===== config.mk =====
export PLATFORM = sky130hd
export DESIGN_NAME = lisa_qspi_arb
export DESIGN_NICKNAME = d
export VERILOG_FILES = /design/src/rtl/lisa_qspi_arb.sv
export SDC_FILE = /design/constraint.sdc
export NUM_CORES = 1
export LEC_CHECK = 0
export CORE_UTILIZATION = 55
export DETAILED_ROUTE_END_ITERATION = 8
export PLACE_DENSITY = 0.95
export SLEW_MARGIN = 0
export SYNTH_ARGS = -nofsm -noshare
export SYNTH_HDL_FRONTEND = slang
export SYNTH_SLANG_ARGS = --single-unit

===== constraint.sdc =====
create_clock -name clk -period 4.85 [get_ports clk]
set_input_delay 1.2125 -clock clk [delete_from_list [all_inputs] [get_ports clk]]
set_output_delay 1.2125 -clock clk [all_outputs]
set_load 0.02 [all_outputs]

===== src/rtl/lisa_qspi_arb.sv =====
// lisa_qspi_arb: shared QSPI controller for flash fetch and PSRAM data.
// Round-robin grant, board CE latch over dq[2:1], one 16-bit quad transfer.
module lisa_qspi_arb #(
  parameter int unsigned DUMMY_FLASH  = 6,
  parameter int unsigned DUMMY_PSRAM  = 6,
  parameter logic [7:0]  FLASH_RD_CMD = 8'hEB,
  parameter logic [7:0]  PSRAM_RD_CMD = 8'hEB,
  parameter logic [7:0]  PSRAM_WR_CMD = 8'h38
) (
  input  logic        clk,
  input  logic        rst_n,
  input  logic        f_req,
  input  logic [23:0] f_addr,
  output logic        f_ack,
  output logic [15:0] f_rdata,
  input  logic        d_req,
  input  logic        d_we,
  input  logic [23:0] d_addr,
  input  logic [15:0] d_wdata,
  output logic        d_ack,
  output logic [15:0] d_rdata,
  output logic        latch,
  output logic        sclk,
  output logic [3:0]  dq_out,
  output logic [3:0]  dq_oe,
  input  logic [3:0]  dq_in,
  output logic        busy
);

  typedef enum logic [3:0] {
    INIT_SETUP, INIT_LATCH, INIT_HOLD, IDLE,
    SEL_SETUP, SEL_LATCH, SEL_HOLD,
    CMD, ADDR, DUMMY, DATA,
    DESEL_SETUP, DESEL_LATCH, DESEL_HOLD, DONE
  } state_e;

  localparam logic [5:0] DUM_F = 6'(2 * DUMMY_FLASH);
  localparam logic [5:0] DUM_P = 6'(2 * DUMMY_PSRAM);

  state_e      state_q, state_d;
  logic [5:0]  cyc_q, cyc_d;
  logic        sel_q, sel_d;
  logic        we_q, we_d;
  logic        last_q, last_d;
  logic [23:0] addr_q, addr_d;
  logic [15:0] wdata_q, wdata_d;
  logic [15:0] rd_q, rd_d;

  logic        latch_q, latch_d;
  logic        sclk_q, sclk_d;
  logic [3:0]  dq_out_q, dq_out_d;
  logic [3:0]  dq_oe_q, dq_oe_d;
  logic        f_ack_q, f_ack_d;
  logic        d_ack_q, d_ack_d;
  logic [15:0] f_rdata_q, f_rdata_d;
  logic [15:0] d_rdata_q, d_rdata_d;
  logic        busy_q, busy_d;

  logic [5:0]  dum_n;
  logic [7:0]  op;

  function automatic logic [3:0] nib24(
    input logic [23:0] v,
    input logic [2:0]  k
  );
    logic [3:0] n;
    n = '0;
    unique case (k)
      3'd0:    n = v[23:20];
      3'd1:    n = v[19:16];
      3'd2:    n = v[15:12];
      3'd3:    n = v[11:8];
      3'd4:    n = v[7:4];
      3'd5:    n = v[3:0];
      default: n = '0;
    endcase
    return n;
  endfunction

  assign dum_n = sel_q ? (we_q ? 6'd0 : DUM_P) : DUM_F;

  always_comb begin
    state_d = state_q;
    sel_d   = sel_q;
    we_d    = we_q;
    last_d  = last_q;
    addr_d  = addr_q;
    wdata_d = wdata_q;
    rd_d    = rd_q;
    unique case (state_q)
      INIT_SETUP:  state_d = INIT_LATCH;
      INIT_LATCH:  state_d = INIT_HOLD;
      INIT_HOLD:   state_d = IDLE;
      IDLE: begin
        if (f_req || d_req) begin
          // both pending: grant the port that did not win last time
          sel_d   = (f_req && d_req) ? ~last_q : d_req;
          we_d    = sel_d & d_we;
          addr_d  = sel_d ? d_addr : f_addr;
          wdata_d = d_wdata;
          last_d  = sel_d;
          state_d = SEL_SETUP;
        end
      end
      SEL_SETUP:   state_d = SEL_LATCH;
      SEL_LATCH:   state_d = SEL_HOLD;
      SEL_HOLD:    state_d = CMD;
      CMD: begin
        if (cyc_q == 6'd15) state_d = ADDR;
      end
      ADDR: begin
        if (cyc_q == 6'd11)
          state_d = (dum_n == 6'd0) ? DATA : DUMMY;
      end
      DUMMY: begin
        if (cyc_q == dum_n - 6'd1) state_d = DATA;
      end
      DATA: begin
        if (cyc_q[0] && !we_q) rd_d = {rd_q[11:0], dq_in};
        if (cyc_q == 6'd7) state_d = DESEL_SETUP;
      end
      DESEL_SETUP: state_d = DESEL_LATCH;
      DESEL_LATCH: state_d = DESEL_HOLD;
      DESEL_HOLD:  state_d = DONE;
      DONE:        state_d = IDLE;
      default:     state_d = INIT_SETUP;
    endcase
    cyc_d = (state_d == state_q) ? cyc_q + 6'd1 : 6'd0;
  end

  // Outputs are registered from next-state values so they track state_q
  // cycle for cycle while still reading as zero during reset.
  always_comb begin
    latch_d   = 1'b0;
    sclk_d    = 1'b0;
    dq_out_d  = '0;
    dq_oe_d   = '0;
    f_ack_d   = 1'b0;
    d_ack_d   = 1'b0;
    f_rdata_d = f_rdata_q;
    d_rdata_d = d_rdata_q;
    busy_d    = (state_d != IDLE);
    op = sel_d ? (we_d ? PSRAM_WR_CMD : PSRAM_RD_CMD) : FLASH_RD_CMD;
    unique case (state_d)
      INIT_SETUP, INIT_LATCH, INIT_HOLD,
      DESEL_SETUP, DESEL_LATCH, DESEL_HOLD: begin
        dq_oe_d  = 4'b0110;
        dq_out_d = 4'b0110;
        latch_d  = (state_d == INIT_LATCH) || (state_d == DESEL_LATCH);
      end
      SEL_SETUP, SEL_LATCH, SEL_HOLD: begin
        dq_oe_d  = 4'b0110;
        dq_out_d = {1'b0, ~sel_d, sel_d, 1'b0};
        latch_d  = (state_d == SEL_LATCH);
      end
      CMD: begin
        sclk_d      = cyc_d[0];
        dq_oe_d     = 4'b0001;
        dq_out_d[0] = op[~cyc_d[3:1]];
      end
      ADDR: begin
        sclk_d   = cyc_d[0];
        dq_oe_d  = 4'b1111;
        dq_out_d = nib24(addr_d, cyc_d[3:1]);
      end
      DUMMY: sclk_d = cyc_d[0];
      DATA: begin
        sclk_d = cyc_d[0];
        if (we_d) begin
          dq_oe_d  = 4'b1111;
          dq_out_d = wdata_d[{~cyc_d[2:1], 2'b00} +: 4];
        end
      end
      DONE: begin
        f_ack_d = ~sel_d;
        d_ack_d = sel_d;
        if (!sel_d) f_rdata_d = rd_d;
        else if (!we_d) d_rdata_d = rd_d;
      end
      default: ;
    endcase
  end

  always_ff @(posedge clk or negedge rst_n) begin
    if (!rst_n) begin
      state_q   <= INIT_SETUP;
      cyc_q     <= '0;
      sel_q     <= 1'b0;
      we_q      <= 1'b0;
      last_q    <= 1'b1;
      addr_q    <= '0;
      wdata_q   <= '0;
      rd_q      <= '0;
      latch_q   <= 1'b0;
      sclk_q    <= 1'b0;
      dq_out_q  <= '0;
      dq_oe_q   <= '0;
      f_ack_q   <= 1'b0;
      d_ack_q   <= 1'b0;
      f_rdata_q <= '0;
      d_rdata_q <= '0;
      busy_q    <= 1'b1;
    end else begin
      state_q   <= state_d;
      cyc_q     <= cyc_d;
      sel_q     <= sel_d;
      we_q      <= we_d;
      last_q    <= last_d;
      addr_q    <= addr_d;
      wdata_q   <= wdata_d;
      rd_q      <= rd_d;
      latch_q   <= latch_d;
      sclk_q    <= sclk_d;
      dq_out_q  <= dq_out_d;
      dq_oe_q   <= dq_oe_d;
      f_ack_q   <= f_ack_d;
      d_ack_q   <= d_ack_d;
      f_rdata_q <= f_rdata_d;
      d_rdata_q <= d_rdata_d;
      busy_q    <= busy_d;
    end
  end

  assign latch   = latch_q;
  assign sclk    = sclk_q;
  assign dq_out  = dq_out_q;
  assign dq_oe   = dq_oe_q;
  assign f_ack   = f_ack_q;
  assign d_ack   = d_ack_q;
  assign f_rdata = f_rdata_q;
  assign d_rdata = d_rdata_q;
  assign busy    = busy_q;

endmodule


After elaboration in Yosys (flattened, before gate mapping)
Cells that the tools add are included.
{ "word_totals": {"register_bits": 114, "in_bits": 73, "output_inout_bits": 45, "elab_cells": 118} }
{ "op_classes": {"addsub": 2, "n_lt_le_gt_ge": 1, "eq_ne": 38, "shifts": 1, "n_mux": 36, "bitwise_logic": 6, "n_reduce_logical": 17} }
{ "op_table": {"columns": ["op", "count"], "rows": [
  ["24-bit 2-to-1 mux", 3],
  ["16-bit 2-to-1 mux", 4],
  ["4-bit equality test (second input constant)", 14],
  ["4-bit case mux with 14 select lines", 1],
  ["4-bit 2-to-1 mux", 9],
  ["4-bit by 3-bit equality test with 1-bit output (second input constant)", 8],
  ["4-bit case mux with 6 select lines", 1],
  ["8-bit 2-to-1 mux", 2],
  ["4-bit case mux with 4 select lines", 1],
  ["16-bit by 5-bit variable part select with 4-bit output", 1],
  ["4-bit by 2-bit equality test with 1-bit output (second input constant)", 3],
  ["6-bit by 4-bit equality test with 1-bit output (second input constant)", 2],
  ["3-bit case mux with 4 select lines", 1],
  ["1-bit 2-to-1 mux", 9],
  ["9-bit OR reduction", 1],
  ["4-bit by 1-bit equality test with 1-bit output (second input constant)", 2],
  ["4-bit zero test", 2],
  ["6-bit by 1-bit adder with 6-bit output (second input constant)", 1],
  ["3-bit by 2-bit equality test with 1-bit output (second input constant)", 2],
  ["3-bit equality test (second input constant)", 2],
  ["6-bit by 3-bit equality test with 1-bit output (second input constant)", 1],
  ["6-bit equality test", 1],
  ["6-bit zero test", 1],
  ["6-bit 2-to-1 mux", 1],
  ["other kinds (23)", 28]
]} }

Depth between registers and ports, before layout
{ "logic_depth": {"word_depth": 12, "ltp_mapped": 12, "depth_no_buf": 9} }

Least setup slack after synthesis
Ideal clock, no wire load.
{ "synth_timing": {"kind": "input to register", "from": "input port f_req", "to": "register dq_out_q[1], in the netlist dq_out[1]", "setup_ns": 0.087, "arrival_ns": 3.040, "setup_slack_ns": 1.723, "path_stages": 12, "path_buffers": 5, "path_cell_list": "buf_2 -> or2_2 -> clkbuf_1 -> and2_1 -> buf_4 -> buf_4 -> buf_4 -> a211oi_1 -> a211oi_1 -> a311oi_1 -> nand3_1 -> o211ai_1"} }
{ "synth_via": {"elab_chain_len": 9, "word_cells_on_any_way": 41} }
{ "synth_lines": {"columns": ["item", "line", "rtl"], "rows": [
  ["from (decl)", "12", "input logic f_req,"],
  ["1-bit logical OR", "95", "if (f_req || d_req) begin"],
  ["4-bit 2-to-1 mux", "95", null],
  ["4-bit case mux with 14 select lines", "90", "unique case (state_q)"],
  ["4-bit equality test", "128", "cyc_d = (state_d == state_q) ? cyc_q + 6'd1 : 6'd0;"],
  ["6-bit 2-to-1 mux", "128", null],
  ["2-bit inverter", "171", "dq_out_d = wdata_d[{~cyc_d[2:1], 2'b00} +: 4];"],
  ["16-bit by 5-bit variable part select with 4-bit output", "171", null],
  ["4-bit 2-to-1 mux", "169", "if (we_d) begin"],
  ["3-bit case mux with 4 select lines *", "144", "unique case (state_d)"],
  ["net dq_out_d[1]", "51", "logic [3:0] dq_out_q, dq_out_d;"],
  ["to (signal assigned)", "214", "dq_out_q <= dq_out_d;"],
  ["to (decl)", "51", null]
]} }
Mark *: on every way through the listed nets, which the timed path passes. The rest lies on a longest branch.
A chain may end at the register's enable or synchronous reset.

Worst setup path in the final report
{ "layout_timing": {"from": "input port f_req", "to": "register d_rdata_q[3], in the netlist d_rdata[3]"} }
{ "layout_via": {"elab_chain_len": 7, "word_cells_on_any_way": 13} }
{ "layout_lines": {"columns": ["item", "line", "rtl"], "rows": [
  ["parallel branches: the longest is 6 deep, another holds 4-bit case mux with 14 select lines", null, null],
  ["3-bit AND reduction (no source line) *", null, null],
  ["to (signal assigned)", "219", "d_rdata_q <= d_rdata_d;"],
  ["to (decl)", "56", "logic [15:0] d_rdata_q, d_rdata_d;"]
]} }
Mark *: on every way between the ends.

==> flow_summary_export.csv <==
group,metric,value,unit
outcome,status,"finished, final reports clean",
synthesis,syn_nets,629,
placement,portBuffers,117,
power_and_ir_drop,worst_ir_drop_vdd,388,uV
die,die_w,101,um
die,initial_utilization,0.574,
route,drt_first_pass_iters,6,
clock_network,cts_setup_buffers,0,
worst_setup_path,cp.required,5.26,ns
worst_setup_path,path_cells,"clkdlybuf4s50_1 > or2_2 > nand2_1 > a22oi_1 > or3_1 > nand2_1 > o21ai_0",
worst_setup_path,max_stage_delay,0.83,ns
synthesis,synth_cell_type_count,66,
clock_network,cts.repair.resized,0,
finish,multi_input_area,2280,um^2
timing,min_period_over_period,0.769,
worst_hold_path,hold_end,"d_rdata[5]",
clock_network,cts_buffers,17,
finish,layout_common_cells,"116 x clkdlybuf4s50_1, 111 x dfrtp_1, 77 x nand2_1",
global_route,grt_pass1_wl,27.8,mm
synthesis,syn_inst,555,
clock_network,tritoncts,"built",
worst_setup_path,r2r-start,"state_q[1]",
worst_setup_path,slowest_stage,"or3_1",
die,die_area,10200,um^2
synthesis,syn_avg_cell_area,9.70,um^2
die,rows,35,
timing,whs,0.482,ns
worst_setup_path,r2r-end,"d_rdata[3]",
finish,fillerInstances,543,
worst_setup_path,critPathArrivalTime,4.14,ns
global_route,grt_max_degree,49,
die,ios,118,
global_route,track_usage,0.369,
placement,hpwlAfterDp,10.3,mm
timing,clock_skew,0.0119,ns
timing,hold_viol,0,
finish,syn_to_final_growth,34.7,%
timing,tightest_slew,1.21,ns
power_and_ir_drop,power,3.94,mW
finish,fin_nets,736,
timing,tns,0,ns
placement,gp_congestion,0.935,
global_route,grt_overflow,0,
worst_setup_path,worstSetupEndpointType,"register",
route,drtIter0Drc,749,
global_route,grt_pass1_vias,5302,
route,vias,5273,
synthesis,synth_edf_count,0,
timing,setup_viol,0,
timing,rsz0062_at_grt,"false",
finish,stdcell_count,803,
placement,placed_cells,772,
worst_setup_path,crit_type,"input pin to register",
finish,diodes,0,
route,routed_via_density,6.57,
clock_network,clk_latency,0.53,ns
worst_setup_path,r2r_cells,7,
route,wl_per_cell,21.9,um
clock_network,cts_buffer_depth,2,
route,drc,0,
clock_network,clock_sinks,113,
die,core,9370,um^2
synthesis,postSynth.asyncResetShare,1.00,
route,ant_nets,0,
synthesis,synth-seq-cells,113,
worst_hold_path,holdCritPathClass,"register to register",
timing,finalCriticalPeriod,3.73,ns
route,wirelength,17.6,mm
worst_setup_path,startpoint_type,"input pin",
synthesis,yosysSeqAreaShare,0.526,
finish,final_common_cell,"clkdlybuf4s50_1",
clock_network,ctsHoldBuffers,0,
global_route,antenna_found_initial,0,
synthesis,yosys_most_used_dff,"dfrtp_1",
worst_setup_path,reg2reg_slack,1.40,ns
clock_network,root_buffer,"clkbuf_8",
timing,finalMaxSlewViolations,0,
power_and_ir_drop,p_per_area,543,nW/um^2
timing,max_slew_margin,0.186,
finish,layout-drive-gt1-share,0.107,
finish,finish.utilization,0.774,
worst_setup_path,crit_fanout,32,
timing,fmax,268,MHz
clock_network,path_clk_slew,0.06,ns
synthesis,yosysWarnings,0,
worst_hold_path,whs_path_depth,2,
synthesis,synthesis.area,5380,um^2
worst_hold_path,worstHoldStart,"d_rdata[5]",
clock_network,htree_levels,4,
finish,ff_latch_area,2830,um^2
die,die_y,101,um
worst_setup_path,crit_top_cell,"nand2_1",
job,cap_viol_max_count,0,
power_and_ir_drop,p_leak,3.29,nW
## layout make-up
class / instances / area share
inverter: 27 / 0.0140
clock buffer: 20 / 0.0614
clock inverter: 11 / 0.0288
sequential: 113 / 0.390
multi-input combinational: 378 / 0.314
timing repair buffer: 125 / 0.169
tap: 129 / 0.0223
## worst max-delay path by stage
stage | startpoint | to | depth (start not counted)
4_1_cts | f_req | d_rdata[3] | 7
2_1_floorplan | f_req | dq_out[1] | 12
6_report | f_req | d_rdata[3] | 7
5_1_grt | f_req | d_rdata[3] | 7
3_3_place_gp | f_req | dq_out[2] | 9
3_5_place_dp | f_req | dq_out[2] | 9
## cell families after synthesis
family	count (synthesis)	synth area share
compound gates	142	0.182
xor+xnor	7	0.0114
fa+ha+maj	1	0.00232
buf+inv	64	0.0535
flops	113	0.526
mux	31	0.0607
simple gates	197	0.164
## registers in the layout (all words and copies together) (netlist names)
register  flops
addr_q       24
busy          1
cyc_q         6
d_ack         1
d_rdata      16
dq_oe         3
dq_out        4
f_ack         1
f_rdata      16
last_q        1
latch         1
rd_q         16
sclk          1
sel_q         1
state_q       4
wdata_q      16
we_q          1
## critical path: cells and delay by family
kind                   cells  cell delay (ns)
AOI/OAI and AO/OA          2             0.71
and+or+nand+nor            4             1.56
buffers and inverters      1             0.65
## power breakdown
part	switching, mW	internal (mW)
clock	0.439	0.959
sequential	0.129	1.14
combinational	0.789	0.477
total	1.36	2.58
## metrics by stage
step | area, um^2 | setup slack (ns)
final | 7250 | 1.12
after detailed placement | 6600 | 0.904
after floorplan | 5380 | 1.72
after CTS | 7250 | 1.22
after global placement | 6600 | 1.02
after global routing | 7250 | 1.04
## cells in the mapped netlist (3+ instances only)
| library cell | instances | area [um^2] |
|---|---|---|
| clkbuf_1 | 17 | 63.8 |
| o2bb2ai_1 | 4 | 35.0 |
| dfrtp_1 | 111 | 2780 |
| inv_1 | 27 | 101 |
| or3_1 | 4 | 25.0 |
| o211ai_1 | 4 | 30.0 |
| o32ai_1 | 4 | 35.0 |
| a2bb2oi_1 | 3 | 26.3 |
| a211oi_1 | 6 | 45.0 |
| o221a_2 | 3 | 33.8 |
| o221ai_1 | 4 | 35.0 |
| a31oi_1 | 18 | 113 |
| nand3_1 | 8 | 40.0 |
| nor2b_1 | 5 | 31.3 |
| xor2_1 | 5 | 43.8 |
| nor4b_1 | 3 | 26.3 |
| o21ai_0 | 25 | 125 |
| a21oi_1 | 36 | 180 |
| buf_2 | 11 | 55.1 |
| mux2_2 | 13 | 146 |
| nor3_1 | 6 | 30.0 |
| and3_1 | 5 | 31.3 |
| nor2_1 | 71 | 267 |
| o22ai_1 | 3 | 18.8 |
| and2_1 | 3 | 18.8 |
| mux2i_1 | 18 | 180 |
| buf_4 | 5 | 37.5 |
| nand2_1 | 77 | 289 |
## per-layer routing
metal / routed length, um / part of all wire / track usage / vias up
li1: - / - / - / 2165
met2: 8320 / 0.47 / 0.586 / 485
met4: 1120 / 0.064 / 0.217 / 0
met3: 1900 / 0.11 / 0.112 / 145
met1: 6210 / 0.35 / 0.443 / 2478
met5: 0 / 0 / 0.0256 / -
Note: power is estimated with default switching activity, not from simulation.
